File: src/rtl/param_cpu_pkg.sv
// Shared types and instruction-field helpers for the parametrised multi-cycle CPU.
// Field helpers take the register-index width so one package serves every NREG.
package param_cpu_pkg;

  typedef enum logic [2:0] {
    OP_ADD  = 3'd0,
    OP_JMZ  = 3'd1,
    OP_AND  = 3'd2,
    OP_XOR  = 3'd3,
    OP_SUB  = 3'd4,
    OP_LDI  = 3'd5,
    OP_OUT  = 3'd6,
    OP_HALT = 3'd7
  } op_e;

  typedef enum logic [1:0] {
    S_IDLE,
    S_FETCH,
    S_EXEC,
    S_OUT_WAIT
  } state_e;

  localparam int unsigned MAX_INSTR_W = 32;
  typedef logic [MAX_INSTR_W-1:0] instr_t;

  // slot 0 = dst, 1 = src2, 2 = src1; opcode sits above slot 2
  function automatic instr_t get_field(instr_t ir, int unsigned rw, int unsigned slot);
    instr_t mask;
    mask = (instr_t'(1) << rw) - instr_t'(1);
    return (ir >> (slot * rw)) & mask;
  endfunction

  function automatic instr_t get_dst(instr_t ir, int unsigned rw);
    return get_field(ir, rw, 0);
  endfunction

  function automatic instr_t get_src2(instr_t ir, int unsigned rw);
    return get_field(ir, rw, 1);
  endfunction

  function automatic instr_t get_src1(instr_t ir, int unsigned rw);
    return get_field(ir, rw, 2);
  endfunction

  function automatic op_e get_op(instr_t ir, int unsigned rw);
    return op_e'(3'(ir >> (3 * rw)));
  endfunction

endpackage

File: src/rtl/param_cpu_regfile.sv
// NREG x DATA_W register file: two combinational read ports, one clocked write port.
// Synchronous reset leaves r0 = 1 and every other register 0.
module param_cpu_regfile #(
  parameter  int unsigned DATA_W = 4,
  parameter  int unsigned NREG   = 8,
  localparam int unsigned RW     = $clog2(NREG)
) (
  input  logic              clk,
  input  logic              rst_n,
  input  logic [RW-1:0]     ra1,
  input  logic [RW-1:0]     ra2,
  output logic [DATA_W-1:0] rd1,
  output logic [DATA_W-1:0] rd2,
  input  logic              we,
  input  logic [RW-1:0]     wa,
  input  logic [DATA_W-1:0] wd
);

  logic [DATA_W-1:0] regs_q [NREG];

  always_ff @(posedge clk) begin
    if (!rst_n) begin
      for (int unsigned i = 0; i < NREG; i++) begin
        regs_q[i] <= (i == 0) ? DATA_W'(1) : '0;
      end
    end else if (we) begin
      regs_q[wa] <= wd;
    end
  end

  assign rd1 = regs_q[ra1];
  assign rd2 = regs_q[ra2];

endmodule

File: src/rtl/param_mcycle_cpu.sv
// Multi-cycle CPU core: host-loaded program RAM, FETCH/EXEC sequencing, ALU, and a
// valid/ready OUT channel. Runs from start until a HALT instruction retires.
module param_mcycle_cpu
  import param_cpu_pkg::*;
#(
  parameter  int unsigned DATA_W     = 4,
  parameter  int unsigned NREG       = 8,
  parameter  int unsigned PROG_DEPTH = 8,
  localparam int unsigned RW         = $clog2(NREG),
  localparam int unsigned PC_W       = $clog2(PROG_DEPTH),
  localparam int unsigned INSTR_W    = 3 + 3 * RW
) (
  input  logic               clk,
  input  logic               rst_n,
  input  logic               start,
  input  logic               prog_we,
  input  logic [PC_W-1:0]    prog_addr,
  input  logic [INSTR_W-1:0] prog_wdata,
  output logic               busy,
  output logic               halted,
  output logic [PC_W-1:0]    pc_out,
  output logic               retire,
  output logic               jmp_taken,
  output logic               out_valid,
  output logic [DATA_W-1:0]  out_data,
  input  logic               out_ready
);

  state_e              state_q, state_d;
  logic [PC_W-1:0]     pc_q, pc_d;
  logic [INSTR_W-1:0]  ir_q, ir_d;
  logic                busy_q, busy_d;
  logic                halted_q, halted_d;
  logic                retire_q, retire_d;
  logic                jmp_q, jmp_d;
  logic                out_valid_q, out_valid_d;
  logic [DATA_W-1:0]   out_data_q, out_data_d;

  logic [INSTR_W-1:0]  prog_mem [PROG_DEPTH];

  op_e                 op;
  logic [RW-1:0]       src1, src2, dst;
  logic [2*RW-1:0]     imm;
  logic [DATA_W-1:0]   rd1, rd2, alu_res;
  logic                rf_we;

  always_comb begin
    op   = get_op(instr_t'(ir_q), RW);
    src1 = RW'(get_src1(instr_t'(ir_q), RW));
    src2 = RW'(get_src2(instr_t'(ir_q), RW));
    dst  = RW'(get_dst(instr_t'(ir_q), RW));
    imm  = {src1, src2};
  end

  param_cpu_regfile #(
    .DATA_W (DATA_W),
    .NREG   (NREG)
  ) u_regfile (
    .clk   (clk),
    .rst_n (rst_n),
    .ra1   (src1),
    .ra2   (src2),
    .rd1   (rd1),
    .rd2   (rd2),
    .we    (rf_we),
    .wa    (dst),
    .wd    (alu_res)
  );

  // NOTE: every always_comb output gets a default first so no path leaves it unassigned (no latches).
  always_comb begin
    alu_res = '0;
    case (op)
      OP_ADD:  alu_res = rd1 + rd2;
      OP_AND:  alu_res = rd1 & rd2;
      OP_XOR:  alu_res = rd1 ^ rd2;
      OP_SUB:  alu_res = rd1 - rd2;
      OP_LDI:  alu_res = DATA_W'(imm);
      default: alu_res = '0;
    endcase
  end

  always_comb begin
    state_d     = state_q;
    pc_d        = pc_q;
    ir_d        = ir_q;
    halted_d    = halted_q;
    retire_d    = 1'b0;
    jmp_d       = 1'b0;
    out_valid_d = out_valid_q;
    out_data_d  = out_data_q;
    rf_we       = 1'b0;

    case (state_q)
      S_IDLE: begin
        if (start) begin
          state_d  = S_FETCH;
          pc_d     = '0;
          halted_d = 1'b0;
        end
      end
      S_FETCH: begin
        ir_d    = prog_mem[pc_q];
        state_d = S_EXEC;
      end
      S_EXEC: begin
        case (op)
          OP_JMZ: begin
            retire_d = 1'b1;
            state_d  = S_FETCH;
            if (rd1 == '0) begin
              pc_d  = PC_W'(rd2);
              jmp_d = 1'b1;
            end else begin
              pc_d = pc_q + 1'b1;
            end
          end
          OP_OUT: begin
            state_d     = S_OUT_WAIT;
            out_valid_d = 1'b1;
            out_data_d  = rd1;
          end
          OP_HALT: begin
            retire_d = 1'b1;
            halted_d = 1'b1;
            state_d  = S_IDLE;
          end
          default: begin
            rf_we    = 1'b1;
            retire_d = 1'b1;
            pc_d     = pc_q + 1'b1;
            state_d  = S_FETCH;
          end
        endcase
      end
      S_OUT_WAIT: begin
        if (out_ready) begin
          out_valid_d = 1'b0;
          retire_d    = 1'b1;
          pc_d        = pc_q + 1'b1;
          state_d     = S_FETCH;
        end
      end
      default: state_d = S_IDLE;
    endcase

    busy_d = (state_d != S_IDLE);
  end

  // NOTE: sequential state uses non-blocking assignments so every flop samples pre-edge values.
  always_ff @(posedge clk) begin
    if (!rst_n) begin
      state_q     <= S_IDLE;
      pc_q        <= '0;
      ir_q        <= '0;
      busy_q      <= 1'b0;
      halted_q    <= 1'b0;
      retire_q    <= 1'b0;
      jmp_q       <= 1'b0;
      out_valid_q <= 1'b0;
      out_data_q  <= '0;
    end else begin
      state_q     <= state_d;
      pc_q        <= pc_d;
      ir_q        <= ir_d;
      busy_q      <= busy_d;
      halted_q    <= halted_d;
      retire_q    <= retire_d;
      jmp_q       <= jmp_d;
      out_valid_q <= out_valid_d;
      out_data_q  <= out_data_d;
    end
  end

  // NOTE: program RAM has no reset so it maps onto plain memory and survives a core reset.
  always_ff @(posedge clk) begin
    if (rst_n && prog_we && (state_q == S_IDLE)) begin
      prog_mem[prog_addr] <= prog_wdata;
    end
  end

  assign busy      = busy_q;
  assign halted    = halted_q;
  assign pc_out    = pc_q;
  assign retire    = retire_q;
  assign jmp_taken = jmp_q;
  assign out_valid = out_valid_q;
  assign out_data  = out_data_q;

endmodule

File: config.mk
export PLATFORM = sky130hd
export DESIGN_NAME = param_mcycle_cpu
export DESIGN_NICKNAME = d
export VERILOG_FILES = /design/src/rtl/param_cpu_pkg.sv /design/src/rtl/param_cpu_regfile.sv /design/src/rtl/param_mcycle_cpu.sv
export SDC_FILE = /design/constraint.sdc
export NUM_CORES = 1
export LEC_CHECK = 0
export BUFFER_PORTS_ARGS = -buffer_cell sky130_fd_sc_hd__buf_2
export CAP_MARGIN = 20
export CORE_AREA = 5 5 119 121
export DETAILED_ROUTE_END_ITERATION = 8
export DIE_AREA = 0 0 124 126
export PLACE_DENSITY = 0.75
export SLEW_MARGIN = 20
export SYNTH_ARGS = -nofsm -noshare
export SYNTH_HDL_FRONTEND = slang
export SYNTH_HIERARCHICAL = 1
export SYNTH_SLANG_ARGS = --single-unit
File: constraint.sdc
create_clock -name clk -period 10.3 [get_ports clk]
set_input_delay 0.515 -clock clk [delete_from_list [all_inputs] [get_ports clk]]
set_output_delay 0.515 -clock clk [all_outputs]
set_load 0.03 [all_outputs]
==> run metrics, run 1 <==
status finished, final reports clean; Crit path required time 10,440 ps; dominant cell type by area after synthesis edfxtp_1; share of the synthesized area in the top cell type 55.6%; Least-Margin Pin Slew 984 ps; Synth warnings 6; RSZ-0062 raised after global routing false; Hold Vio Cnt, Final 0; Hold Slack 355 ps; Worst Path Max Fanout 10; sequential share of the synthesized area 63.1%; clock tree buffer depth 2; input/output buffers 31; # diodes 0; kind of critical path flop to flop; clock skew 9.23 ps; area post-placement 0.00721 sq mm; I/O pin count 32; FFs w/ async S/R, synth 0%; die width 124 um; antenna violations before repair 0; GRT Util Overall 18.6%; Cells after Synth 437; TritonCTS clock tree built; Avg Inst Size Synth 15.8 sq um; first-pass GRT wire length 21,500 um; largest cells by area after synthesis edfxtp_1 56%, mux4_2 7.8%, dfxtp_1 7.5%; Mapped Nets 467; Final ANT Viol Nets 0; Slew Limit Headroom 34.4%; fin nets 496; HP Start prog_wdata[9]; Setup TNS 0 ps; Vias/cell 5.86; post-CTS setup buffers 0; drt drc 0; type of the worst min-delay path input pin to flop; largest net degree at the start of global routing 30; Routed Wire Length 13,500 um; post-synth cell types 55; worst-skew pair later-pin latency 420 ps; Final HPWL DP 8660 um; Rows 42; Die H 126 um; CTS H-tree lvls 4; CTS sink count 154; vias 3,839; pins over their slew limit 0; cts repair resizes 0; DR WL/cell 20.6 um; Final period util 36.9%; fin crit period 3800 ps; Finished Layout Cells 655; Worst Path Arrival 3940 ps; share of layout cells above drive strength 1 23.6%; area of the multi-input gates 0.00236 sq mm; Initial Utilization 53.3%; vias in the first global route 3,960; Syn-to-layout area delta 12.5%; Placed Cells 623; EDFF count, synth 128; fin area 0.00778 sq mm; Power Density 184 mW/mm^2; core area 0.0130 sq mm; global route overflow 0; TritonRoute pass-1 iters 5; cell with the most instances after synthesis edfxtp_1; cts hold-fix bufs 0; clk slew on worst S/H paths 60 ps; final core occ 60.0%; crit path launch ir_q[3]; 1st-iter DRT viols 374; Pleak 2.57 nW; r2r startpoint ir_q[3]; crit end category flop; Peak VDD IR 164 uV; Fill cells 980; Inserted Clock Buffers 17; routability-driven placement congestion ratio 0.828; Root Buffer Master clkbuf_16; Yosys reg bits 154; synth cell count leaders 128 x edfxtp_1, 27 x nor3_1, 26 x dfxtp_1, 24 x mux4_2, 23 x o21ai_0; Final setup viols 0; Primary FF master, synth edfxtp_1; Max Freq 0.263 GHz; FF/Latch Area 0.00437 sq mm; Die ar. 0.0156 sq mm; Critical Path Source Type flop; mapped cell area 0.00692 sq mm; max-cap violations 0
==> critical path, cell delays in order, from the launching register on <==
cell	delay, ps
dfxtp_1	640
mux4_1	630
mux2_2	320
inv_1	90
ha_1	250
a21oi_1	140
ha_1	240
nor2b_1	130
o21a_1	200
o2111ai_1	160
or3b_1	380
inv_1	230
nor3_1	100
==> worst paths after layout <==
kind	depth (start not counted)	endpoint	slack, ps
min	1	prog_mem[7][9]	350
max reg2reg	12	u_regfile/regs_q[4][3]	6500
min reg2reg	2	ir_q[0]	480
max	12	u_regfile/regs_q[4][3]	6500
==> through the flow <==
| stage | power [mW] | setup WS, ps |
|---|---|---|
| 2_1_floorplan | 0.801 | 7050 |
| 4_1_cts | 1.44 | 6510 |
| 5_1_grt | 1.48 | 6260 |
| 6_report | 1.43 | 6500 |
| 3_3_place_gp | 0.831 | 6670 |
| 3_5_place_dp | 0.836 | 6540 |
==> registers in the layout (all words and copies together), names as in the netlist <==
name              count
ir_q                 12
out_data              4
state_q               2
jmp_taken             1
prog_mem             96
pc_out                3
busy                  1
halted                1
out_valid             1
u_regfile/regs_q     32
retire                1
==> cell type report <==
cell class	count	area share, %
sequential	154	56.1
multi-input combinational	242	30.3
clock buffer	19	5.56
timing repair buffer	40	2.86
tap	176	2.83
clock inverter	13	1.82
inverter	11	0.530
==> cells in the final DEF, fill, tap and decap left out, drive strengths merged, types with 2 or more instances in the layout <==
cell type	count
bufinv	2
xnor2	2
nor3	29
nor3b	2
nand4	2
ha	9
or3	2
clkinv	6
nand3b	3
o21a	2
buf	40
inv	15
nand2	21
or3b	2
mux2i	21
clkbuf	19
mux2	8
a31oi	3
nand3	3
dfxtp	26
or2	3
o21ai	23
nor2b	4
mux4	40
nor2	18
o31ai	3
nand2b	9
edfxtp	128
nor4	8
o22ai	3
or4	2
a21oi	5
==> kinds of logic after synthesis <==
family / after synthesis / synth area share [%]
simple gates: 111 / 8.88
compound gates: 49 / 4.56
buf+inv: 41 / 2.95
fa+ha+maj: 10 / 1.92
xor+xnor: 3 / 0.380
mux: 69 / 18.2
flops: 154 / 63.1
==> report_power, final <==
part,internal (mW),leakage (nW),switching [mW]
logic,0.0507,0.890,0.0721
clock network,0.358,0.278,0.245
registers,0.686,1.40,0.0168
total,1.10,2.57,0.334
==> routing by layer <==
metal / track usage, % / routed length [um] / vias up
met1: 23.6 / 5450 / 1933
met2: 31.2 / 7250 / 87
met4: 6.96 / 189 / 0
li1: - / - / 1802
met5: 0 / 0 / -
met3: 4.39 / 614 / 17
(Power assumes the default switching activity.)
==> run 2, diff against run 1 <==
Settings changed: ABC_AREA from default to 1, CORE_AREA 5 5 119 121 to 5 5 121 123, DIE_AREA 0 0 124 126 to 0 0 126 128, PLACE_DENSITY 0.75 to 0.79.
Clock period 10.3 ns to 3.3 ns, I/O delays scaled along.
==> run 2 against run 1 <==
Effect of this change: register-to-register slack worse by 6200 ps; die area is 3.2% higher; largest power group unchanged; clock power grew to 3.0 times the previous value; final cell count is 52% higher; critical endpoint is now u_regfile/regs_q[1][2].
==> run metrics, run 2 <==
1st-iter DRT viols 620 (+66%); first-pass GRT wire length 26,000 um (+21%); antenna violations before repair 0 (unchanged); I/O pin count 32 (unchanged); core area 0.0136 sq mm (+4.5%); die width 126 um (+1.6%); input/output buffers 31 (unchanged); kind of critical path flop to flop; final core occ 59.9% (about the same); RSZ-0062 raised after global routing false; worst r2r path cells 13 (+1); routability-driven placement congestion ratio 0.898 (+8.4%); GRT Util Overall 20.6% (+2.0 points); highest-count cells in the layout ignoring fill and taps 189 x nand2_1, 129 x nor2_1, 128 x edfxtp_1; Setup TNS 0 ps (unchanged); FFs w/ async S/R, synth 0% (unchanged); slowest CP cell dfxtp_1; largest net degree at the start of global routing 52 (+73%); TritonCTS clock tree built; cts repair resizes 0 (unchanged); # diodes 0 (unchanged); share of the synthesized area in the top cell type 52.9% (-2.6 points); Synth warnings 6 (unchanged); Least-Margin Pin Slew 832 ps (-152 ps); Yosys reg bits 154 (unchanged); Mapped Nets 796 (+70%); EDFF count, synth 128 (unchanged); Primary FF master, synth edfxtp_1; Most flops, register prog_mem; largest registers prog_mem: 96 flops, u_regfile/regs_q: 32 flops, ir_q: 12 flops; post-synth cell types 35 (-36%); cell with the most instances after synthesis nand2_1; share of layout cells above drive strength 1 12.7% (-11 points); Cells after Synth 766 (+75%); Slew Limit Headroom 44.4% (+10 points); Critical Path Source Type flop; Die H 128 um (+1.6%); crit end category flop; area post-placement 0.00757 sq mm (+5.0%); mapped cell area 0.00726 sq mm (+4.9%); Top cell by count, worst path nand2_1; hold depth 1 (unchanged); Peak VDD IR 579 uV (+250%); Initial Utilization 53.5% (+0.25 points); Largest register FFs 96 (unchanged); Finished Layout Cells 994 (+52%); worst reg2reg setup slack 340 ps (-6160 ps); Die ar. 0.0161 sq mm (+3.2%); synth cell count leaders 189 x nand2_1, 129 x nor2_1, 128 x edfxtp_1, 71 x inv_1, 55 x nand3_1; Placed Cells 962 (+54%); clock tree buffer depth 2 (unchanged); worst-skew pair later-pin latency 420 ps (about the same); Hold Vio Cnt, Final 0 (unchanged); Root Buffer Master clkbuf_16; max-cap violations 0 (unchanged); vias 5,428 (+41%); Cell Chain, Critical Path inv_2 -> nand2_1 -> nand3_1 -> nand2_1 -> nand2_1 -> nand2_1 -> inv_1 -> ha_1 -> fa_1 -> o21ai_0 -> nand3_1 -> inv_1 -> nor2_1; clk slew on worst S/H paths 60 ps (about the same); pins over their slew limit 0 (unchanged); Rows 43 (+2.4%); post-CTS setup buffers 0 (unchanged); Final ANT Viol Nets 0 (unchanged); vias in the first global route 5,281 (+33%); clock skew 11.4 ps (+2.16 ps); r2r startpoint ir_q[6]; Final WS setup 337 ps (-6160 ps); FF-to-FF End u_regfile/regs_q[1][2]; DR WL/cell 15.9 um (-23%); HP Start prog_wdata[3]; Final HPWL DP 10,100 um (+17%); sequential share of the synthesized area 60.1% (-3.0 points); hold path endpoint prog_mem[4][3]; pre-CTS setup slack 221 ps (-6320 ps); fin crit period 2960 ps (-838 ps); Vias/cell 5.46 (-6.8%); Routed Wire Length 15,800 um (+17%); fin nets 831 (+68%); global route overflow 0 (unchanged); Worst Path Max Fanout 16 (+6); Final period util 89.8% (+53 points); Crit path required time 3450 ps (-6990 ps); CTS sink count 154 (unchanged); type of the worst min-delay path input pin to flop; commonest non-fill, non-tap cell in the layout nand2_1; Power Density 568 mW/mm^2 (+210%); Max Freq 0.338 GHz (+28%); Inserted Clock Buffers 17 (unchanged); drt drc 0 (unchanged); largest cells by area after synthesis edfxtp_1 53%, nand2_1 9.8%, dfxtp_1 7.2%; CTS H-tree lvls 4 (unchanged); fin area 0.00813 sq mm (+4.4%); cts hold-fix bufs 0 (unchanged); Avg Inst Size Synth 9.48 sq um (-40%); dominant cell type by area after synthesis edfxtp_1; Syn-to-layout area delta 11.9%; TritonRoute pass-1 iters 6 (+1); Final setup viols 0 (unchanged); CP peak stage delay 630 ps (about the same); Pleak 3.32 nW (+29%); Worst Path Arrival 3120 ps (-820 ps); status finished, final reports clean
[run 2: changes by cell type after synthesis, sizes merged, moves of 9 or more]
cell and delta:
nand2 +171, nor2 +117, inv +67, nand3 +54, mux4 -40, o21ai +35, o211ai +26, nor3 -22
mux2i -21, clkbuf -9, nand2b -9
[run 2: report_power, final]
group | internal, mW | switching, mW
Clock | 1.08 | 0.723
Combinational | 0.180 | 0.451
Sequential | 2.15 | 0.0391
Total | 3.41 | 1.21
[run 2: logic make-up after synthesis]
group | synth area share (%)
xor gates and xnor gates | 0.483
adders and majority gates | 1.83
AOI/OAI and AO/OA | 8.27
buffers and inverters | 6.77
DFF | 60.1
and+or+nand+nor | 22.5
[run 2: worst max-delay path: cells and delay by family (launching register included)]
kind | cells | cell delay (ps)
flip-flops | 1 | 630
adder cells (fa/ha/maj) | 2 | 660
AO/OA/AOI/OAI | 1 | 200
AND/OR/NAND/NOR | 7 | 640
buffers and inverters | 3 | 570
[run 2: stage by stage]
step,hold slack (ps),power [mW]
2_1_floorplan,264,2.66
3_3_place_gp,432,2.83
6_report,14.7,4.62
3_5_place_dp,440,2.84
5_1_grt,10.8,4.83
4_1_cts,4.42,4.63
[run 2: worst max-delay path by stage]
| stage | start | endpoint | slack (ps) | depth (start not counted) |
|---|---|---|---|---|
| 2_1_floorplan | ir_q[3] | u_regfile/regs_q[0][3] | 690 | 21 |
| 3_3_place_gp | ir_q[4] | u_regfile/regs_q[3][3] | 290 | 19 |
| 3_5_place_dp | ir_q[4] | u_regfile/regs_q[5][3] | 220 | 19 |
| 4_1_cts | ir_q[4] | u_regfile/regs_q[5][3] | 200 | 19 |
| 5_1_grt | ir_q[3] | u_regfile/regs_q[7][3] | 20 | 21 |
| 6_report | ir_q[6] | u_regfile/regs_q[1][2] | 340 | 13 |
[run 2: cell type report]
class                   instances  area [sq um]
fillers                      1129          5430
flip-flops and latches        154          4370
multi-input cells             505          2420
clock buffers                  25           475
inverters                      78           299
repair buffers                 45           260
well taps                     180           225
clock inverters                 7          75.1
[run 2: metal layers]
metal  wire length [um]  track usage, %
met5                  0               0
met3               1010            4.75
met2               7760            33.3
met4                507            9.72
met1               6520            26.5
==> run 3, diff against run 2 <==
Settings changed: MAX_ROUTING_LAYER from default to met4, RECOVER_POWER from default to 100.
==> run 3 against run 2 <==
Effect of this change: the run now ends with capacitance limit, slew limit left; critical path depth shrank 5; wire length grew 1.6%; clock skew is 2.2 ps higher; design area is 1.4% lower; largest cell class unchanged.
==> run metrics, run 3 (synthesis gave the netlist of run 2 again) <==
clock skew 13.6 ps (+2.20 ps); Hold Vio Cnt, Final 0 (unchanged); fin crit period 2980 ps (+14.0 ps); highest-count cells in the layout ignoring fill and taps 191 x nand2_1, 133 x nor2_1, 128 x edfxtp_1; die width 126 um (unchanged); clk slew on worst S/H paths 60 ps (about the same); Setup TNS 0 ps (unchanged); Power Density 581 mW/mm^2 (+2.2%); Least-Margin Pin Slew 2230 ps (+1400 ps); global route overflow 0 (unchanged); fin nets 834 (+0.36%); largest registers prog_mem: 96 flops, u_regfile/regs_q: 32 flops, ir_q: 12 flops; GRT Util Overall 21.1% (+0.51 points); largest net degree at the start of global routing 52 (unchanged); Syn-to-layout area delta 10.4%; Pleak 3.22 nW (-3.1%); cts repair resizes 0 (unchanged); drt drc 0 (unchanged); 1st-iter DRT viols 499 (-20%); Top cell by count, worst path nand2_1; crit path launch pc_out[0]; Routed Wire Length 16,000 um (+1.6%); Hold Slack 38.8 ps (+24.1 ps); core area 0.0136 sq mm (unchanged); crit end category flop; Peak VDD IR 585 uV (+1.0%); CTS H-tree lvls 4 (unchanged); routability-driven placement congestion ratio 0.933 (+4.0%); post-CTS setup buffers 0 (unchanged); share of layout cells above drive strength 1 7.47% (-5.2 points); cell family with most CP delay buffers and inverters; Largest register FFs 96 (unchanged); r2r startpoint pc_out[0]; input/output buffers 31 (unchanged); worst-skew pair later-pin latency 430 ps (about the same); I/O pin count 32 (unchanged); failing checks capacitance limit, slew limit; Critical Path Source Type flop; TritonCTS clock tree built; Initial Utilization 53.5% (unchanged); vias in the first global route 5,221 (-1.1%); FF/Latch Area 0.00436 sq mm (about the same); area of the multi-input gates 0.00234 sq mm (-3.4%); cts hold-fix bufs 3 (+3); HP Start out_ready; vias 5,417 (-0.20%); RSZ-0062 raised after global routing false; first-pass GRT wire length 25,900 um (-0.32%); # diodes 0 (unchanged); Cell Chain, Critical Path clkbuf_1 -> ha_1 -> nand2_1 -> o21ai_0 -> inv_1 -> nand2_1 -> nand2_1 -> a21oi_1; final core occ 59.1% (-0.81 points); pins over their slew limit 52 (+52); CP peak stage delay 1590 ps (+960 ps); Rows 43 (unchanged); Inserted Clock Buffers 17 (unchanged); grt met3 use 4.13% (-0.62 points); Vias/cell 5.43 (-0.50%); Finished Layout Cells 997 (+0.30%); Final setup viols 0 (unchanged); Crit path required time 3610 ps (+160 ps); buffer and inverter count on the worst path 2 (-1); antenna violations before repair 0 (unchanged); Worst Path Arrival 3280 ps (+160 ps); type of the worst min-delay path input pin to flop; Global Route met2 Usage 35.2% (+2.0 points); clock tree buffer depth 2 (unchanged); Final period util 90.2% (+0.42 points); Final HPWL DP 10,300 um (+1.8%); Die ar. 0.0161 sq mm (unchanged); TritonRoute pass-1 iters 5 (-1); Root Buffer Master clkbuf_16; CTS sink count 154 (unchanged); Slew Limit Headroom -48.9% (-93 points); max-cap violations 1 (+1); Fill cells 1,133 (+0.35%); kind of critical path flop to flop; GR Util met1 26.3% (-0.24 points); DR WL/cell 16.1 um (+1.3%); Die H 128 um (unchanged); status finished with violations; slowest CP cell clkbuf_1; Max Freq 0.336 GHz (-0.47%); commonest non-fill, non-tap cell in the layout nand2_1; Placed Cells 962 (unchanged); global routing's busiest layer met2; Worst Path Max Fanout 51 (+35); Final ANT Viol Nets 0 (unchanged); Most flops, register prog_mem
run 3: cell types whose count changed in the layout (fill, tap and decap cells not counted), sizes merged:
| cell | change |
|---|---|
| clkinv | +1 |
| buf | -32 |
| dlygate4sd3 | +3 |
| clkbuf | +25 |
| inv | +6 |
run 3: path summary, 6_finish.rpt:
check	endpoint	slack (ps)	depth (start not counted)
max	pc_out[1]	320	8
min	retire	40	3
max reg2reg	pc_out[1]	320	8
min reg2reg	out_valid	470	2
run 3: layout make-up:
| cell class | instances | area share (%) |
|---|---|---|
| Tap cell | 180 | 2.81 |
| Clock inverter | 14 | 1.70 |
| Clock buffer | 18 | 5.35 |
| Inverter | 78 | 3.67 |
| Multi-Input combinational cell | 505 | 29.2 |
| Sequential cell | 154 | 54.4 |
| Timing Repair Buffer | 48 | 2.79 |
run 3: metal layers:
metal,wire [um],share of wire [%],up-vias
li1,-,-,2630
met1,6600,41,2569
met2,8140,51,196
met3,1090,6.8,22
met4,209,1.3,0
met5,0,0,-
run 3: power breakdown:
| group | internal [mW] | switching [mW] | total (mW) |
|---|---|---|---|
| Combinational | 0.172 | 0.451 | 0.623 |
| Sequential | 2.15 | 0.0304 | 2.18 |
| Clock | 1.05 | 0.804 | 1.86 |
| Total | 3.37 | 1.29 | 4.66 |
run 3: through the flow:
| step | instance area (sq um) | worst slack, ps | total power, mW |
|---|---|---|---|
| 6_report | 8020 | 323 | 4.66 |
| 5_1_grt | 8020 | 22.5 | 4.84 |
| 4_1_cts | 8160 | 371 | 4.68 |
| 3_5_place_dp | 7570 | 392 | 2.84 |
| 3_3_place_gp | 7570 | 461 | 2.83 |
| 2_1_floorplan | 7260 | 687 | 2.66 |
run 3: worst reg2reg max path, stage by stage, from the launching register on:
cell and delay, ps:
dfxtp_1 350, clkbuf_1 1590, ha_1 490, nand2_1 90, o21ai_0 80, inv_1 70, nand2_1 50, nand2_1 80
a21oi_1 80
